**config.mk**
```make
export PLATFORM = sky130hd
export DESIGN_NAME = bus_arbiter
export DESIGN_NICKNAME = d
export VERILOG_FILES = /design/src/rtl/bus_arbiter.sv
export SDC_FILE = /design/constraint.sdc
export NUM_CORES = 1
export LEC_CHECK = 0
export ABC_CLOCK_PERIOD_IN_PS = 2200
export CAP_MARGIN = 15
export CORE_AREA = 2 2 128 130
export DETAILED_ROUTE_END_ITERATION = 7
export DIE_AREA = 0 0 130 132
export HOLD_SLACK_MARGIN = 0.15
export SYNTH_ARGS = -nofsm -noshare
export SYNTH_HDL_FRONTEND = slang
export SYNTH_SLANG_ARGS = --single-unit
export TNS_END_PERCENT = 50
```
**constraint.sdc**
```tcl
create_clock -name clk -period 2.2 [get_ports clk]
set_input_delay 0.44 -clock clk [delete_from_list [all_inputs] [get_ports clk]]
set_output_delay 0.44 -clock clk [all_outputs]
set_load 0.05 [all_outputs]
```
**src/rtl/bus_arbiter.sv**
```systemverilog
// Round-robin shared-bus arbiter with owner-steered address/strobe/data mux; grants held until released.
// Optional grant watchdog compiled in with BUS_ARB_WATCHDOG_EN.
module bus_arbiter #(
  parameter int NUM_M     = 4,
  parameter int TO_CYCLES = 256
) (
  input  logic                 clk,
  input  logic                 reset_,
  input  logic [NUM_M-1:0]     MReq_,
  input  logic [NUM_M*30-1:0]  MAddr,
  input  logic [NUM_M-1:0]     MAs_,
  input  logic [NUM_M-1:0]     MRW,
  input  logic [NUM_M*32-1:0]  MWrData,
  output logic [NUM_M-1:0]     MGrnt_,
  output logic [29:0]          SAddr,
  output logic                 SAs_,
  output logic                 SRW,
  output logic [31:0]          SWrData,
  output logic                 ArbTimeout
);

  logic [1:0]       owner, owner_nxt, pick, cand;
  logic             busy, busy_nxt, found, revoke;
  logic [3:0]       req;
  logic [NUM_M-1:0] grnt_nxt;

  // Active-high requests padded to four so absent masters never match.
  always_comb begin
    req = '0;
    req[NUM_M-1:0] = ~MReq_;
  end

  // Search owner+1 .. owner; the current owner is checked last, or skipped on a revoke.
  always_comb begin
    found = 1'b0;
    pick  = owner;
    cand  = owner;
    for (int k = 1; k <= NUM_M; k++) begin
      cand = 2'((int'(owner) + k) % NUM_M);
      if (!found && req[cand] && !(revoke && cand == owner)) begin
        found = 1'b1;
        pick  = cand;
      end
    end
  end

  always_comb begin
    owner_nxt = owner;
    busy_nxt  = busy;
    if (!busy || !req[owner] || revoke) begin
      busy_nxt = found;
      if (found) owner_nxt = pick;
    end
    grnt_nxt = '1;
    if (busy_nxt) grnt_nxt[owner_nxt] = 1'b0;
  end

  always_ff @(posedge clk) begin
    if (!reset_) begin
      owner  <= 2'(NUM_M - 1);
      busy   <= 1'b0;
      MGrnt_ <= '1;
    end else begin
      owner  <= owner_nxt;
      busy   <= busy_nxt;
      MGrnt_ <= grnt_nxt;
    end
  end

`ifdef BUS_ARB_WATCHDOG_EN
  localparam int CW = (TO_CYCLES > 2) ? $clog2(TO_CYCLES) : 1;
  logic [CW-1:0] wd_cnt;

  assign revoke = busy && req[owner] && (wd_cnt == CW'(TO_CYCLES - 1));

  always_ff @(posedge clk) begin
    if (!reset_) begin
      wd_cnt     <= '0;
      ArbTimeout <= 1'b0;
    end else begin
      ArbTimeout <= revoke;
      if (busy && busy_nxt && owner_nxt == owner) wd_cnt <= wd_cnt + CW'(1);
      else                                        wd_cnt <= '0;
    end
  end
`else
  logic unused_to;
  assign unused_to  = (TO_CYCLES > 0);
  assign revoke     = 1'b0;
  assign ArbTimeout = 1'b0;
`endif

  // Only the owner reaches the bus; an idle bus reads as a parked read cycle.
  always_comb begin
    SAddr   = '0;
    SAs_    = 1'b1;
    SRW     = 1'b1;
    SWrData = '0;
    for (int i = 0; i < NUM_M; i++) begin
      if (busy && owner == 2'(i)) begin
        SAddr   = MAddr[i*30 +: 30];
        SAs_    = MAs_[i];
        SRW     = MRW[i];
        SWrData = MWrData[i*32 +: 32];
      end
    end
  end

endmodule

```
# After elaboration in Yosys (flattened, before gate mapping)
# Cells that the tools add are included.
[word_totals] elab_cells=74 out_inout_bits=69 regBits=7 romBits=0 ram_bits=0 in_bits=262 memories=0 latchBits=0
[op_classes] n_div=0 add_sub_neg=4 n_mul=0 magnitude_cmp=7 bitwise=2 eq_ne=3 reduce_logical=16 n_mux=39 shifts=0
[op_table] operator="$mux 32" count=4
[op_table] operator="$mux 30" count=4
[op_table] operator="$mux 1" count=19
[op_table] operator="$lt 2x3->1 const B" count=6
[op_table] operator="$mux 2" count=6
[op_table] operator="$bmux 1 s2" count=5
[op_table] operator="$logic_and 1x1->1" count=8
[op_table] operator="$not 4->4" count=2
[op_table] operator="$logic_not 1->1" count=5
[op_table] operator="$add 2x1->2 const B" count=2
[op_table] operator="$add 2x2->2 const B" count=2
[op_table] operator="$eq 2x2->1 const B" count=2
[op_table] operator="$demux 1 s2" count=1
[op_table] operator="$eq 2x1->1 const B" count=1
[op_table] operator="$ge 2x1->1 const B" count=1
[op_table] operator="$logic_not 2->1" count=1
[op_table] operator="$reduce_and 2->1" count=1
[op_table] operator="$logic_or 1x1->1" count=1

# Depth between registers and ports, before layout
[logic_depth] ltp_word=20 mapped_depth=10

# Least setup slack after synthesis
# OpenSTA, ideal clock, no wires.
[synth_timing] path_kind="register to output" from="register owner[1]" to="output port SAddr[11]" path_buffers=2 arrival_time_ns=2.845 t_required_ns=1.760 slack_ns=-1.085 path_stages_with_launch=9 cell_sequence="dfxtp_1 -> clkbuf_1 -> inv_1 -> ha_1 -> nor2_1 -> clkbuf_1 -> a221o_1 -> o21ai_0 -> o21ai_0"
[synth_between] elab_chain_cells=6
[synth_rtl] element="start, declared" line="22" rtl="logic [1:0] owner, owner_nxt, pick, cand;"
[synth_rtl] element="start signal, assigned" line="60" rtl="owner <= 2'(NUM_M - 1);"
[synth_rtl] element="start signal, assigned" line="64" rtl="owner <= owner_nxt;"
[synth_rtl] element="$logic_not 2->1" line="100" rtl="if (busy && owner == 2'(i)) begin"
[synth_rtl] element="$logic_and 1x1->1" line="100"
[synth_rtl] element="$mux 30 (3 in a row)" line="100"
[synth_rtl] element="$mux 30 (*)" line="100"
[synth_rtl] element="end, declared" line="15" rtl="output logic [29:0] SAddr,"
# Mark *: on every way between the ends. The rest lies on a longest branch, timed or not.

# Worst setup path after layout
[layout_timing] from="register owner[1]" to="output port SAddr[26]"
# Same word-level chain as after synthesis.

==> results.py <==
metrics = {
    "global_route": {
        "grt_pass1_wl_mm": 25.4,
        "grt_usage": 0.187,
        "grt_pass1_vias": 4409,
        "antenna_found_initial": 0,
        "overflow": 0,
        "grt_max_degree": 33,
    },
    "critical_path": {
        "reg2reg_depth": 7,
        "r2r_end": "MGrnt_[1]",
        "r2r-start": "owner[0]",
        "worst_setup_path_start_kind": "register",
        "cpMostUsedCell": "buf_12",
        "crit_slowest_cell": "dfxtp_4",
        "critPathKind": "register to output port",
        "max_stage_delay_ns": 0.36,
        "path_cells": "inv_4 > ha_4 > buf_6 > nor2_4 > buf_12 > clkbuf_16 > a221o_1 > o21ai_2 > o21ai_4 > buf_12",
        "critical_path.max_fanout": 16,
        "rrSetupSlack_ns": 0.03,
        "critical_path_arrival_ns": 1.91,
        "worstPathRequired_ns": 1.76,
        "crit_path_end_kind": "output port",
    },
    "synth": {
        "synth_compound_area_frac": 0.614,
        "synth_area_per_cell_um2": 6.25,
        "synth_top_family_by_area": "compound AO/OA/AOI/OAI gates",
        "syn-num-nets": 628,
        "synth_cell_types": 35,
        "synth-seq-cells": 7,
        "synthMuxAreaShare": 0.0453,
        "yosys-top-cells-count": "o21ai_0, nand2_1, a221o_1",
        "synthArstFlopShare": 0,
        "synth_area_leader_cell": "o21ai_0",
        "synthXorXnorAreaFrac": 0,
        "ys_seq_area_frac": 0.0619,
        "ys_warn_count": 0,
        "synth_most_common_cell": "o21ai_0",
        "netlist_instances": 362,
        "synth_edf_count": 0,
        "syn-cell-area_mm2": 0.00226,
        "synthAdderAreaFrac": 0.0221,
        "synth_ff_type": "dfxtp_1",
        "synth_top_area_frac": 0.276,
        "synthTopCellsByArea": "o21ai_0, a221o_1, nand2_1",
        "yosys.area_share.simple": 0.166,
    },
    "die": {
        "pin_count": 331,
        "die_h_um": 132,
        "initial_utilization": 0.144,
        "coreArea_mm2": 0.0157,
        "die_w_um": 130,
        "rows": 46,
        "die-area_mm2": 0.0172,
    },
    "cts": {
        "cts_root_buf": "clkbuf_16",
        "cts_buffers": 3,
        "cts_max_path_buffers": 2,
        "clkTransAtPathRegs_ns": 0.04,
        "cts_hold_buffers": 0,
        "clock_sinks": 7,
        "cts_tree": "yes",
        "htreeDepth": 1,
        "clock_latency_ns": 0.23,
    },
    "layout": {
        "antenna_cells": 0,
        "utilization": 0.525,
        "nets": 965,
        "syn_to_final_growth_pct": 265,
        "drive_gt1_frac": 0.381,
        "n_fill_cell": 1394,
    },
    "outcome": {
        "status": "complete, but fails checks",
        "violations": "setup timing",
    },
    "routing": {
        "first_iter_violations": 140,
        "remaining_drc_errors": 0,
        "vias": 4333,
        "drt_wl_total_mm": 18.1,
        "wire_per_inst_um": 19.8,
        "detail-route-antenna-nets": 0,
        "dr.pass1.iters": 4,
        "viasPerCell": 4.74,
    },
    "pwr": {
        "ir_drop_mv": 0.638,
        "powerDensity_mw_per_mm2": 1400,
        "power.leakage_nw": 3.00,
    },
    "placed_design": {
        "port_buffers": 329,
        "gp_congestion": 0.959,
        "hpwl_mm": 13.0,
    },
    "timing": {
        "fmaxAchievable_mhz": 425,
        "hold-worst-slack_ns": 0.765,
        "hold_viol": 0,
        "report.final.slew_viol_count": 0,
        "rsz0062_at_grt": "yes",
        "setup-tns-final_ns": -6.97,
        "setup_viol": 64,
        "post-route-period-util": 1.07,
        "worst_pin_slew_ns": 0.529,
        "maxSlewHeadroom": 0.646,
        "layout_setup_ws_ns": -0.151,
        "period_minus_slack_ns": 2.35,
        "skew_ns": 0.00182,
    },
    "worst_hold_path": {
        "min_path_type": "primary input to register",
        "holdPathEnd": "owner[0]",
        "min_path_cells": 2,
        "worstHoldStart": "reset_",
    },
    "job": {
        "cap_violations": 0,
    },
}
==> how the worst max path moves through the flow <==
stage	start	end	slack [ns]	cells past startpoint
after global routing	owner[1]	SAddr[26]	-0.20	10
after detailed placement	MReq_[0]	MGrnt_[1]	-0.23	6
after floorplan	owner[0]	SWrData[21]	-0.08	10
after global placement	MReq_[0]	MGrnt_[1]	-0.19	6
after CTS	owner[1]	SWrData[31]	-0.13	6
final	owner[1]	SAddr[26]	-0.15	10
==> per-stage QoR <==
stage          worst slack (ns)  total power, mW  cells  cell area (um^2)
2_1_floorplan           -0.0806             5.93    362              3160
3_3_place_gp             -0.187             10.1    890              7450
3_5_place_dp             -0.229             10.2    890              7450
4_1_cts                  -0.129             11.1    902              7930
5_1_grt                  -0.201             12.0    914              8250
6_report                 -0.151             11.5    914              8250
==> worst max-delay path, delay by kind of cell, from the launching register on <==
family | cells | cell delay, ns
AO/OA/AOI/OAI | 3 | 0.41
flip-flops | 1 | 0.36
adder cells (fa/ha/maj) | 1 | 0.15
AND/OR/NAND/NOR | 1 | 0.13
buffers and inverters | 5 | 0.62
==> cell usage in the layout (no fill, tap or decap), types with 3 or more instances in the layout <==
master | netlist | layout
o21ai_4 | 0 | 60
buf_12 | 0 | 77
dfxtp_1 | 7 | 4
clkdlybuf4s50_1 | 0 | 263
and2_4 | 0 | 3
o21ai_2 | 0 | 63
mux2_2 | 3 | 3
clkbuf_16 | 0 | 11
a221o_1 | 62 | 62
nand2_1 | 74 | 72
a21oi_1 | 3 | 3
nor2_1 | 4 | 3
buf_16 | 0 | 6
inv_1 | 5 | 3
buf_4 | 1 | 17
==> flip-flops by register name, indices dropped and copies added, names as in the netlist <==
name    cells
owner       2
MGrnt_      4
busy        1
==> layer usage <==
metal	routed length, um	GRT usage	part of all wire
met5	0	0	0
met4	402	0.0406	0.022
met3	1340	0.0349	0.074
met2	9410	0.353	0.52
met1	6910	0.214	0.38
==> power breakdown <==
| part | switching [mW] | internal, mW |
|---|---|---|
| Combinational | 5.72 | 5.25 |
| Clock | 0.0659 | 0.241 |
| Sequential | 0.0491 | 0.190 |
| Total | 5.84 | 5.68 |
==> final cells by class <==
cell class                      count  area, um^2  area share
Inverter                            5        23.8     0.00288
Clock buffer                        4        78.8     0.00955
Multi-Input combinational cell    305        2950       0.357
Tap cell                          216         270      0.0328
Timing Repair Buffer              377        4780       0.579
Sequential cell                     7         149      0.0180
==> logic make-up (layout without fill, tap and decap cells) <==
| logic type | after synthesis | after routing |
|---|---|---|
| buf+inv | 50 | 386 |
| flops | 7 | 7 |
| compound gates | 203 | 203 |
| mux | 7 | 7 |
| simple gates | 90 | 90 |
| other cells | 1 | 1 |
| fa+ha+maj | 4 | 4 |
==> repair_timing <==
action / CTS / global route
pin swaps: 34 / 25
setup endpoints to repair: 64 / 69
resized for setup: 104 / 18
gates cloned: 5 / 8
setup buffers: 3 / 4
Power figures use the tool's default switching activity.
